File: config.mk
export PLATFORM = sky130hd
export DESIGN_NAME = ebus_dev_responder_flat
export DESIGN_NICKNAME = d
export VERILOG_FILES = /design/src/rtl/ebus_dev_responder_if.sv /design/src/rtl/ebus_dev_responder.sv /design/src/flat_wrapper.sv
export SDC_FILE = /design/constraint.sdc
export NUM_CORES = 1
export LEC_CHECK = 0
export CAP_MARGIN = 5
export CORE_MARGIN = 2
export CORE_UTILIZATION = 50
export DETAILED_ROUTE_END_ITERATION = 16
export MAX_ROUTING_LAYER = met4
export PLACE_DENSITY = 0.85
export SYNTH_ARGS = -nofsm -noshare
export SYNTH_HDL_FRONTEND = slang
export SYNTH_SLANG_ARGS = --single-unit
File: constraint.sdc
create_clock -name clk -period 4.7 [get_ports clk]
set_input_delay 0.705 -clock clk [delete_from_list [all_inputs] [get_ports clk]]
set_output_delay 0.705 -clock clk [all_outputs]
set_load 0.005 [all_outputs]
File: src/rtl/ebus_dev_responder_if.sv
// ebus_dev_responder_if
// EBUS signals shared by one initiator and one device responder.
//   ebusCS      : controller select code (initiator -> responder)
//   ebusFunc    : function code 000 CONO, 001 CONI, 010 DATAO, 011 DATAI
//   ebusDemand  : initiator demand, held until the transfer is seen
//   ebusDataIn  : initiator data (AD path)
//   ebusXfer    : responder transfer acknowledge
//   ebusDriving : responder owns the bus data lines
//   ebusDataOut : responder data, zero whenever ebusDriving is low
// Handshake: a request is presented by holding ebusDemand high with stable
// CS/Func/DataIn; the responder answers with ebusXfer high (and, for reads,
// ebusDriving high with data valid) and holds it until ebusDemand drops.
interface ebus_dev_responder_if;
  logic [6:0]  ebusCS;
  logic [2:0]  ebusFunc;
  logic        ebusDemand;
  logic [35:0] ebusDataIn;
  logic        ebusXfer;
  logic        ebusDriving;
  logic [35:0] ebusDataOut;

  modport master (
    output ebusCS, ebusFunc, ebusDemand, ebusDataIn,
    input  ebusXfer, ebusDriving, ebusDataOut
  );

  modport slave (
    input  ebusCS, ebusFunc, ebusDemand, ebusDataIn,
    output ebusXfer, ebusDriving, ebusDataOut
  );
endinterface

File: src/rtl/ebus_dev_responder.sv
// ebus_dev_responder
// EBUS device-side responder: decodes CONO/CONI/DATAO/DATAI addressed to
// DEV_ID, keeps the device control register and hands data words to and from
// the device.
// Ports:
//   clk, reset  : clock, synchronous active-high reset
//   ebus        : EBUS slave modport (see ebus_dev_responder_if)
//   conReg      : control register; bit 17 (PDP-10 bit 18) is the sticky
//                 DATAI-timeout error, cleared by writing 1 through CONO
//   dataoValid  : one-cycle strobe with dataoWord
//   dataoWord   : last word written by DATAO
//   dataiWord   : device word returned by DATAI
//   dataiReady  : dataiWord is valid
//   dbg_state   : current FSM state encoding
// Bus data uses PDP-10 numbering: word bit 0 is the MSB, so word bits 18..35
// are the low 18 bits ([17:0]) of the vectors here.
module ebus_dev_responder #(
  parameter logic [6:0] DEV_ID        = 7'o040,
  parameter int unsigned DATAI_TIMEOUT = 15
) (
  input  logic                       clk,
  input  logic                       reset,
  ebus_dev_responder_if.slave        ebus,
  output logic [17:0]                conReg,
  output logic                       dataoValid,
  output logic [35:0]                dataoWord,
  input  logic [35:0]                dataiWord,
  input  logic                       dataiReady,
  output logic [2:0]                 dbg_state
);

  typedef enum logic [2:0] {
    IDLE    = 3'd0,
    ACCEPT  = 3'd1,
    WAITDEV = 3'd2,
    XFER    = 3'd3,
    RELEASE = 3'd4
  } state_t;

  localparam logic [1:0] FN_CONO  = 2'b00;
  localparam logic [1:0] FN_CONI  = 2'b01;
  localparam logic [1:0] FN_DATAO = 2'b10;
  localparam logic [1:0] FN_DATAI = 2'b11;

  state_t      state, state_next;
  logic [1:0]  func_q;
  logic [35:0] data_q;
  logic [35:0] hold_q;
  logic [7:0]  cnt_q;
  logic        accept;
  logic        busy;
  logic        timeout_hit;
  logic        xfer_next;
  logic        drive_next;

  assign accept      = ebus.ebusDemand && (ebus.ebusCS == DEV_ID) && !ebus.ebusFunc[2];
  assign busy        = (state != IDLE);
  // The decrement in this cycle would bring the counter to zero.
  assign timeout_hit = (cnt_q <= 8'd1);
  assign dbg_state   = state;

  always_ff @(posedge clk) begin
    if (reset) state <= IDLE;
    else       state <= state_next;
  end

  always_comb begin
    state_next = state;
    case (state)
      IDLE:    if (accept) state_next = ACCEPT;
      ACCEPT: begin
        if (!ebus.ebusDemand)        state_next = RELEASE;
        else if (func_q == FN_DATAI) state_next = WAITDEV;
        else                         state_next = XFER;
      end
      WAITDEV: begin
        if (!ebus.ebusDemand)             state_next = RELEASE;
        else if (dataiReady || timeout_hit) state_next = XFER;
      end
      XFER:    if (!ebus.ebusDemand) state_next = RELEASE;
      RELEASE: state_next = IDLE;
      default: state_next = IDLE;
    endcase
  end

  // Outputs are registered from the next-state decode so they line up with
  // the state they describe. CONI and DATAI (func bit 0 set) drive data.
  assign xfer_next  = (state_next == XFER);
  assign drive_next = xfer_next && func_q[0];

  always_ff @(posedge clk) begin
    if (reset) begin
      func_q           <= FN_CONO;
      data_q           <= '0;
      hold_q           <= '0;
      cnt_q            <= '0;
      conReg           <= '0;
      dataoWord        <= '0;
      dataoValid       <= 1'b0;
      ebus.ebusXfer    <= 1'b0;
      ebus.ebusDriving <= 1'b0;
    end else begin
      dataoValid       <= 1'b0;
      ebus.ebusXfer    <= xfer_next;
      ebus.ebusDriving <= drive_next;
      case (state)
        IDLE: begin
          if (accept) begin
            func_q <= ebus.ebusFunc[1:0];
            data_q <= ebus.ebusDataIn;
          end
        end
        // ACCEPT side effects apply even when the demand drops this cycle.
        ACCEPT: begin
          case (func_q)
            FN_CONO:  conReg <= {conReg[17] & ~data_q[17], data_q[16:0]};
            FN_CONI:  hold_q <= {17'b0, busy, conReg};
            FN_DATAO: begin
              dataoWord  <= data_q;
              dataoValid <= 1'b1;
            end
            default:  cnt_q <= 8'(DATAI_TIMEOUT);
          endcase
        end
        WAITDEV: begin
          if (ebus.ebusDemand) begin
            if (dataiReady) begin
              hold_q <= dataiWord;
            end else begin
              cnt_q <= cnt_q - 8'd1;
              if (timeout_hit) begin
                hold_q     <= '0;
                conReg[17] <= 1'b1;
              end
            end
          end
        end
        default: ;
      endcase
    end
  end

  assign ebus.ebusDataOut = ebus.ebusDriving ? hold_q : 36'b0;

endmodule

File: src/flat_wrapper.sv
// flat-port wrapper written by rule: the top's interface ports become plain ports
module ebus_dev_responder_flat 
#(
  parameter logic [6:0] DEV_ID        = 7'o040,
  parameter int unsigned DATAI_TIMEOUT = 15
)
  (clk, reset, conReg, dataoValid, dataoWord, dataiWord, dataiReady, dbg_state, ebus_ebusCS, ebus_ebusFunc, ebus_ebusDemand, ebus_ebusDataIn, ebus_ebusXfer, ebus_ebusDriving, ebus_ebusDataOut);
  ebus_dev_responder_if ebus_i ();
  input  logic clk;
  input  logic reset;
  output logic [17:0] conReg;
  output logic dataoValid;
  output logic [35:0] dataoWord;
  input  logic [35:0] dataiWord;
  input  logic dataiReady;
  output logic [2:0] dbg_state;
  input wire logic [$bits(ebus_i.ebusCS)-1:0] ebus_ebusCS;
  input wire logic [$bits(ebus_i.ebusFunc)-1:0] ebus_ebusFunc;
  input wire logic [$bits(ebus_i.ebusDemand)-1:0] ebus_ebusDemand;
  input wire logic [$bits(ebus_i.ebusDataIn)-1:0] ebus_ebusDataIn;
  output wire logic [$bits(ebus_i.ebusXfer)-1:0] ebus_ebusXfer;
  output wire logic [$bits(ebus_i.ebusDriving)-1:0] ebus_ebusDriving;
  output wire logic [$bits(ebus_i.ebusDataOut)-1:0] ebus_ebusDataOut;
  assign ebus_i.ebusCS = ebus_ebusCS;
  assign ebus_i.ebusFunc = ebus_ebusFunc;
  assign ebus_i.ebusDemand = ebus_ebusDemand;
  assign ebus_i.ebusDataIn = ebus_ebusDataIn;
  assign ebus_ebusXfer = ebus_i.ebusXfer;
  assign ebus_ebusDriving = ebus_i.ebusDriving;
  assign ebus_ebusDataOut = ebus_i.ebusDataOut;
  ebus_dev_responder #(.DEV_ID(DEV_ID), .DATAI_TIMEOUT(DATAI_TIMEOUT)) u_core (.clk(clk), .reset(reset), .ebus(ebus_i), .conReg(conReg), .dataoValid(dataoValid), .dataoWord(dataoWord), .dataiWord(dataiWord), .dataiReady(dataiReady), .dbg_state(dbg_state));
endmodule
# Word level (Yosys, flattened, before mapping)

Index checks and enable logic that the tools add are counted.

Bits of input ports: 86
Register bits after elaboration: 142
Logic and storage cells: 71
Output and inout bits: 96

Bitwise logic cells: 3
Muxes and demuxes: 23
Add/subtract/negate cells: 1
Reductions and logical operators: 17
$lt $le $gt $ge: 1
Eq/ne operators: 15

Operator list:

| cell                                                                             | number |
|---|---|
| 36-bit 2-to-1 mux                                                                | 5 |
| 36-bit case mux with 2 select lines                                              | 1 |
| 8-bit 2-to-1 mux                                                                 | 3 |
| 18-bit 2-to-1 mux                                                                | 1 |
| 8-bit case mux with 2 select lines                                               | 1 |
| 3-bit 2-to-1 mux                                                                 | 5 |
| 3-bit case mux with 4 select lines                                               | 1 |
| 2-bit != test, second input constant                                             | 5 |
| 3-bit by 2-bit == test with 1-bit output, second input constant                  | 3 |
| 8-bit by 1-bit less-or-equal comparator with 1-bit output, second input constant | 1 |
| 4-bit AND reduction                                                              | 2 |
| 8-bit by 1-bit subtractor with 8-bit output, second input constant               | 1 |
| 7-bit by 6-bit == test with 1-bit output, second input constant                  | 1 |
| 2-bit AND reduction                                                              | 3 |
| 1-bit 2-to-1 mux                                                                 | 5 |
| 5-bit AND reduction                                                              | 1 |
| 2-bit == test, second input constant                                             | 2 |
| 3-bit by 1-bit == test with 1-bit output, second input constant                  | 1 |
| 1-bit logical AND                                                                | 3 |
| 3-bit logical NOT                                                                | 1 |
| 3-bit by 2-bit != test with 1-bit output, second input constant                  | 1 |
| 3-bit nonzero test                                                               | 1 |
| 3-bit OR reduction                                                               | 1 |
| 2-bit by 1-bit == test with 1-bit output, second input constant                  | 1 |
| 9 further kinds                                                                  | 10 |

# Longest topological paths before layout

Gate-level depths: netlist (run 1).

Word-level depth: 7
Gate-level depth with buffers: 8
Mapped depth without buffers: 6

# Least setup slack after synthesis (run 1)

No wires, ideal clock.

Path kind: input port to flip-flop
Start point: in ebus_ebusCS[2]
End point: reg u_core.data_q[26]
Library setup time: 0.132 ns
Stages on the path: 6
Buffers on the path: 2
Arrival: 2.414 ns
Setup slack: 2.154 ns
Cell sequence: or4b_2 -> or4_1 -> buf_2 -> clkbuf_1 -> nand2_1 -> a21oi_1

Cells in the longest elaborated chain, start to end: 4

RTL lines:

| what                                     | RTL line                  | source |
|---|---|---|
| start: declaration                       | flat_wrapper.sv:17        | `input wire logic [$bits(ebus_i.ebusCS)-1:0] ebus_ebusCS;` |
| 7-bit by 6-bit == test with 1-bit output | ebus_dev_responder.sv:56  | `assign accept = ebus.ebusDemand && (ebus.ebusCS == DEV_ID) && !ebus.ebusFunc[2];` |
| 1-bit logical AND (2 in a row)           | ebus_dev_responder.sv:56  |  |
| 2-bit AND reduction (no source line)     | n/a                       |  |
| end signal: assignment                   | ebus_dev_responder.sv:110 | `data_q <= ebus.ebusDataIn;` |
| end: declaration                         | ebus_dev_responder.sv:47  | `logic [35:0] data_q;` |

Every way passes these cells.
A chain may end at the register's enable or synchronous reset.

# Worst setup path after layout (run 1)

Start point: reg u_core.cnt_q[3]
End point: reg u_core.hold_q[3]

Cells in the longest elaborated chain, start to end: 3

RTL lines:

| what                                                      | RTL line                  | source |
|---|---|---|
| start: declaration                                        | ebus_dev_responder.sv:49  | `logic [7:0] cnt_q;` |
| start signal: assignment                                  | ebus_dev_responder.sv:122 | `default: cnt_q <= 8'(DATAI_TIMEOUT);` |
| start signal: assignment                                  | ebus_dev_responder.sv:130 | `cnt_q <= cnt_q - 8'd1;` |
| 8-bit by 1-bit less-or-equal comparator with 1-bit output | ebus_dev_responder.sv:59  | `assign timeout_hit = (cnt_q <= 8'd1);` |
| 3-bit by 2-bit != test with 1-bit output (no source line) | n/a                       |  |
| 4-bit AND reduction (no source line)                      | n/a                       |  |
| end signal: assignment                                    | ebus_dev_responder.sv:117 | `FN_CONI: hold_q <= {17'b0, busy, conReg};` |
| end signal: assignment                                    | ebus_dev_responder.sv:128 | `hold_q <= dataiWord;` |
| end: declaration                                          | ebus_dev_responder.sv:48  | `logic [35:0] hold_q;` |

Every way passes these cells.

==> results of run 1 <==
[cell usage after synthesis, drive strengths merged (2+ instances only)]
master   number
nor3          3
and2         37
or3b          2
dfxtp       142
nand2       204
nor2          9
a211oi        2
o41ai         3
nand3b        2
ha            2
or3           3
nand4bb       2
buf          17
nor4          5
a311oi       20
o311ai        2
nand4        17
clkbuf       43
o21ai        19
nand3        18
inv           5
a21oi       113
or4b          2
a221oi        2
nand2b       23
or4           5
nor3b         3
[metal layers]
metal	GRT usage [%]	vias up	wire, microns
met2	40.9	232	7700
met1	32.3	2532	6550
met4	7.65	0	287
met5	-	-	0
li1	-	2757	-
met3	7.89	25	1310
[registers in the layout, summed over array words and instances (netlist names)]
name / count
u_core.dataoWord: 36
u_core.conReg: 18
u_core.func_q: 2
u_core.dataoValid: 1
u_core.cnt_q: 8
u_core.ebus.ebusXfer: 1
u_core.ebus.ebusDriving: 1
u_core.hold_q: 36
u_core.data_q: 36
u_core.dbg_state: 3
[critical path: stages (launching register included)]
cell	delay (ns)
dfxtp_1	0.35
or4_1	0.66
o41ai_4	0.33
buf_4	0.40
and2_1	0.96
a311oi_1	0.22
[report_power, final]
group | switching (mW) | leakage (nW) | internal (mW)
logic | 0.0376 | 1.25 | 0.0676
clock network | 0.513 | 0.277 | 0.759
registers | 0.000517 | 1.14 | 1.20
total | 0.551 | 2.67 | 2.03
[cells by family (layout without fill, tap and decap cells)]
| family | Yosys count | count (layout) |
|---|---|---|
| and+or+nand+nor | 340 | 340 |
| AOI/OAI and AO/OA | 166 | 166 |
| DFF | 142 | 142 |
| buffers and inverters | 65 | 227 |
| adders and majority gates | 2 | 2 |
| muxes | 2 | 2 |
[path summary, 6_finish.rpt]
check                               to  slack (ns)  cells after the start
hold reg to reg   u_core.dataoWord[28]        0.46                      2
setup reg to reg      u_core.hold_q[3]        1.57                      5
hold / removal    u_core.dataoWord[28]        0.46                      2
setup / recovery      u_core.hold_q[3]        1.57                      5
[per-stage QoR]
stage	hold WS (ns)	worst slack [ns]	instances	total power, mW
2_1_floorplan	0.432	2.15	717	1.26
3_3_place_gp	0.436	1.43	990	1.33
3_5_place_dp	0.446	1.26	990	1.34
4_1_cts	0.457	1.58	1022	2.59
5_1_grt	0.472	1.35	1022	2.67
6_report	0.456	1.57	1022	2.58
[cell type report]
type / count / area share, %
Clock buffer: 20 / 5.61
Clock inverter: 12 / 1.38
Inverter: 5 / 0.230
Multi-Input combinational cell: 510 / 32.6
Sequential cell: 142 / 34.9
Tap cell: 143 / 2.20
Timing Repair Buffer: 190 / 23.0
[cell usage in the layout, fill, tap and decap left out, types with 3 or more instances in the layout]
cell | synthesis | routed
nor2_1 | 9 | 9
nand3_1 | 18 | 18
and2_1 | 37 | 37
nand4_1 | 17 | 17
or3_1 | 3 | 3
nand2b_1 | 23 | 23
a21oi_1 | 113 | 112
a311oi_1 | 20 | 20
clkinv_4 | 0 | 4
buf_4 | 1 | 10
inv_1 | 5 | 5
dfxtp_1 | 142 | 142
nor4_1 | 5 | 3
or4_1 | 5 | 5
nand2_1 | 204 | 204
o21ai_0 | 16 | 16
clkbuf_16 | 0 | 17
clkinv_2 | 0 | 3
o21ai_1 | 3 | 3
clkdlybuf4s50_1 | 0 | 180
==> results.toml, run 1 <==
[yosys]
synth-async-reset-ratio_pct = 0
avgSynthCellArea_sq_um = 8.05
synth_top_family_by_area = "simple AND/OR/NAND/NOR gates"
synth_compound_area_share_pct = 16.8
yosys_warnings = 0
yosys.area_share.xor_xnor_pct = 0
syn_inst = 717
synth-edff-count = 0
synth-seq-area-share_pct = 49.3
synth.area.top_cells = "dfxtp_1, nand2_1, a21oi_1"
synth_top_area_cell = "dfxtp_1"
synth_nets = 805
synth_fa_ha_area_share_pct = 0.434
yosysUniqueCellTypes = 44
ys_ff_latch = 142
synth_mux_area_share_pct = 0.369
ys.flop_type = "dfxtp_1"
synth_simple_gate_area_share_pct = 27.9
netlist_area_sq_um = 5770
yosysTopAreaCellShare_pct = 49.3

[global_route]
grt_usage_pct = 25.9
antenna_found_initial = 0
grt_max_degree = 99
grt_pass1_wl_mm = 25.6
grt_overflow = 0
grt_pass1_vias = 5184

[finish]
synthToLayoutAreaGrowth_pct = 41.1
fin_util_pct = 71.9
fin_nets = 954
fill_cells = 882
ff_latch_area_sq_um = 2840
multiInputGateArea_sq_um = 2660
drive_gt1_share_pct = 5.80
fin_area_sq_um = 8140
antenna_cells = 0

[power_and_ir_drop]
p_per_area_nw_per_um2 = 317
peakVddDrop_v = 0.000214
p_leak_nw = 2.67

[placed_design]
placed_cell_area_sq_um = 7570
gp_congestion = 0.847
io_buffer_count = 181
dp_hpwl_mm = 10.7

[cts]
cts_made_buffers = 17
cts-root-buf = "clkbuf_16"
cts_hold_buf = 0
tritoncts = "yes"
cts-htree-levels = 4
cts.clk_slew.worst_paths_ns = 0.06
clockBufferDepth = 2
post_cts_buffers = 0
cts-resized-gates = 0
cts.sinks = 142
clock_latency_ns = 0.42

[critical_path]
crit_arrival_ns = 3.35
crit_path_end_kind = "register"
path_max_fanout = 37
required_ns = 4.92
startpoint = "u_core.cnt_q[3]"
critical_path_class = "register to register"
rr_startpoint = "u_core.cnt_q[3]"
startpoint_type = "register"

[die]
die_w_microns = 111
start_util_pct = 51.0
die_y_microns = 111
rows = 39
core_sq_um = 11300
io_pins = 182
die_area_sq_um = 12400

[routing]
first_pass_iters = 4
vias = 5546
drt_iter0_markers = 327
drcViolationCount = 0
vias_per_cell = 5.43
ant_nets = 0
routedWlPerCell_microns = 15.5
postRouteWirelength_mm = 15.9

[sta]
drv_slew = 0
finClkSkew_ns = 0.00613
tns_ns = 0
setup_viol = 0
fin_crit_ns = 3.13
slew_headroom_pct = 18.4
worstMarginPinSlew_ns = 1.22
max_freq_mhz = 320
fin_crit_sh_pct = 66.6
rsz0062_at_grt = "no"
finalHoldViolCount = 0

[hold_path]
min_from = "u_core.data_q[28]"
hold_path.class = "register to register"

[run]
drv_cap = 0

[status]
status = "finished clean"
Power figures use the tool's default switching activity.
==> run 2: changes to the inputs <==
--- a/config.mk
+++ b/config.mk
@@ -7,10 +7,10 @@
 export LEC_CHECK = 0
 export CAP_MARGIN = 5
 export CORE_MARGIN = 2
-export CORE_UTILIZATION = 50
+export CORE_UTILIZATION = 46
 export DETAILED_ROUTE_END_ITERATION = 16
 export MAX_ROUTING_LAYER = met4
-export PLACE_DENSITY = 0.85
+export PLACE_DENSITY = 0.79
 export SYNTH_ARGS = -nofsm -noshare
 export SYNTH_HDL_FRONTEND = slang
 export SYNTH_SLANG_ARGS = --single-unit
==> constraint.sdc (replaced) <==
create_clock -name clk -period 3.15 [get_ports clk]
set_input_delay 0.4725 -clock clk [delete_from_list [all_inputs] [get_ports clk]]
set_output_delay 0.4725 -clock clk [all_outputs]
set_load 0.005 [all_outputs]
==> results.toml, run 2 (synthesis gave the netlist of run 1 again) <==
[cts]
cts-root-buf = "clkbuf_16"
clockBufferDepth = 2
cts_hold_buf = 0
post_cts_buffers = 0
cts_made_buffers = 17
cts-htree-levels = 4
clock_latency_ns = 0.42
cts-resized-gates = 0
cts.clk_slew.worst_paths_ns = 0.06
tritoncts = "yes"
cts.sinks = 142

[die]
die_y_microns = 116
io_pins = 182
start_util_pct = 47.6
core_sq_um = 12100
die_w_microns = 116
rows = 40
die_area_sq_um = 13500

[sta]
timing.final.ws_setup_ns = 0.317
slew_headroom_pct = 17.6
fin_crit_ns = 2.83
fin_crit_sh_pct = 89.9
finClkSkew_ns = 0.0140
worstMarginPinSlew_ns = 1.24
max_freq_mhz = 353
tns_ns = 0
drv_slew = 0
finalHoldViolCount = 0
setup_viol = 0
rsz0062_at_grt = "no"
holdWs_ns = 0.449

[global_route]
grt_pass1_wl_mm = 25.4
grt_pass1_vias = 5308
grt_usage_pct = 24.6
antenna_found_initial = 0
grt_overflow = 0
grt_max_degree = 86

[finish]
drive_gt1_share_pct = 5.90
fin_nets = 957
ff_latch_area_sq_um = 2840
fin_area_sq_um = 8260
fin_util_pct = 68.2
fill_cells = 998
multiInputGateArea_sq_um = 2660
layout_common_cells = "nand2_1, clkdlybuf4s50_1, dfxtp_1"
largestRegisters = "u_core.data_q: 36 flops, u_core.dataoWord: 36 flops, u_core.hold_q: 36 flops"
finalNonFillerCells = 1050
final_common_cell = "nand2_1"
synthToLayoutAreaGrowth_pct = 43.2
antenna_cells = 0

[critical_path]
startpoint_type = "register"
path_max_fanout = 36
critical_path_class = "register to register"
crit_path_end_kind = "register"
crit_slowest_cell = "and2_1"
path_cells = "or4_1, o41ai_4, and2_1, o21ai_0"
required_ns = 3.38
crit_arrival_ns = 3.06
cpPeakStageDelay_ns = 1.00

[power_and_ir_drop]
peakVddDrop_v = 0.000344
report.power.total_mw = 4.09
p_leak_nw = 2.72
p_per_area_nw_per_um2 = 495

[placed_design]
dp_hpwl_mm = 10.8
io_buffer_count = 181
dp_cells = 1018
placed_cell_area_sq_um = 7630
gp_congestion = 0.903
pre_cts_ws_ns = 0.342

[hold_path]
hold_path.class = "register to register"

[routing]
vias = 5551
vias_per_cell = 5.29
routedWlPerCell_microns = 15.3
ant_nets = 0
postRouteWirelength_mm = 16.1
first_pass_iters = 5
drt_iter0_markers = 434
drcViolationCount = 0

[run]
drv_cap = 0

[status]
status = "finished clean"
## run 2: cell count changes in the layout (fill, tap and decap cells not counted)
cell       before  now
inv_6           2    0
bufinv_16       1    4
clkbuf_1        1    3
buf_4          10   13
clkinv_4        4    2
clkbuf_8        2    3
clkinv_2        3    1
## run 2: layout make-up
cell class | instances | area share (%)
clock buffers | 23 | 5.78
clock inverters | 9 | 1.91
inverters | 5 | 0.227
multi-input cells | 510 | 32.2
flip-flops and latches | 142 | 34.4
well taps | 168 | 2.54
repair buffers | 193 | 23.0
## run 2: worst max-delay path, delay by kind of cell (launching register included)
kind	cells	cell delay (ns)
and+or+nand+nor	2	1.66
DFF	1	0.34
AOI/OAI and AO/OA	2	0.63
## run 2: worst paths after layout
check                         start                    to  slack [ns]  cells after the start
setup / recovery    u_core.cnt_q[3]     u_core.hold_q[28]        0.32                      4
hold / removal    u_core.data_q[34]  u_core.dataoWord[34]        0.45                      2
setup reg to reg    u_core.cnt_q[3]     u_core.hold_q[28]        0.32                      4
hold reg to reg   u_core.data_q[34]  u_core.dataoWord[34]        0.45                      2
## run 2: power by group
part | total, mW | internal (mW) | switching, mW
Clock | 2.14 | 1.39 | 0.747
Sequential | 1.80 | 1.80 | 0.000749
Combinational | 0.155 | 0.101 | 0.0540
Total | 4.09 | 3.29 | 0.802
## run 2: layer usage
layer	global-route usage, %	up-vias	share of wire [%]	wire length, microns
met5	-	-	0	0
met2	40.0	204	48	7740
met1	29.3	2586	43	6880
met4	8.10	0	1.4	221
met3	7.27	18	7.6	1220
li1	-	2743	-	-
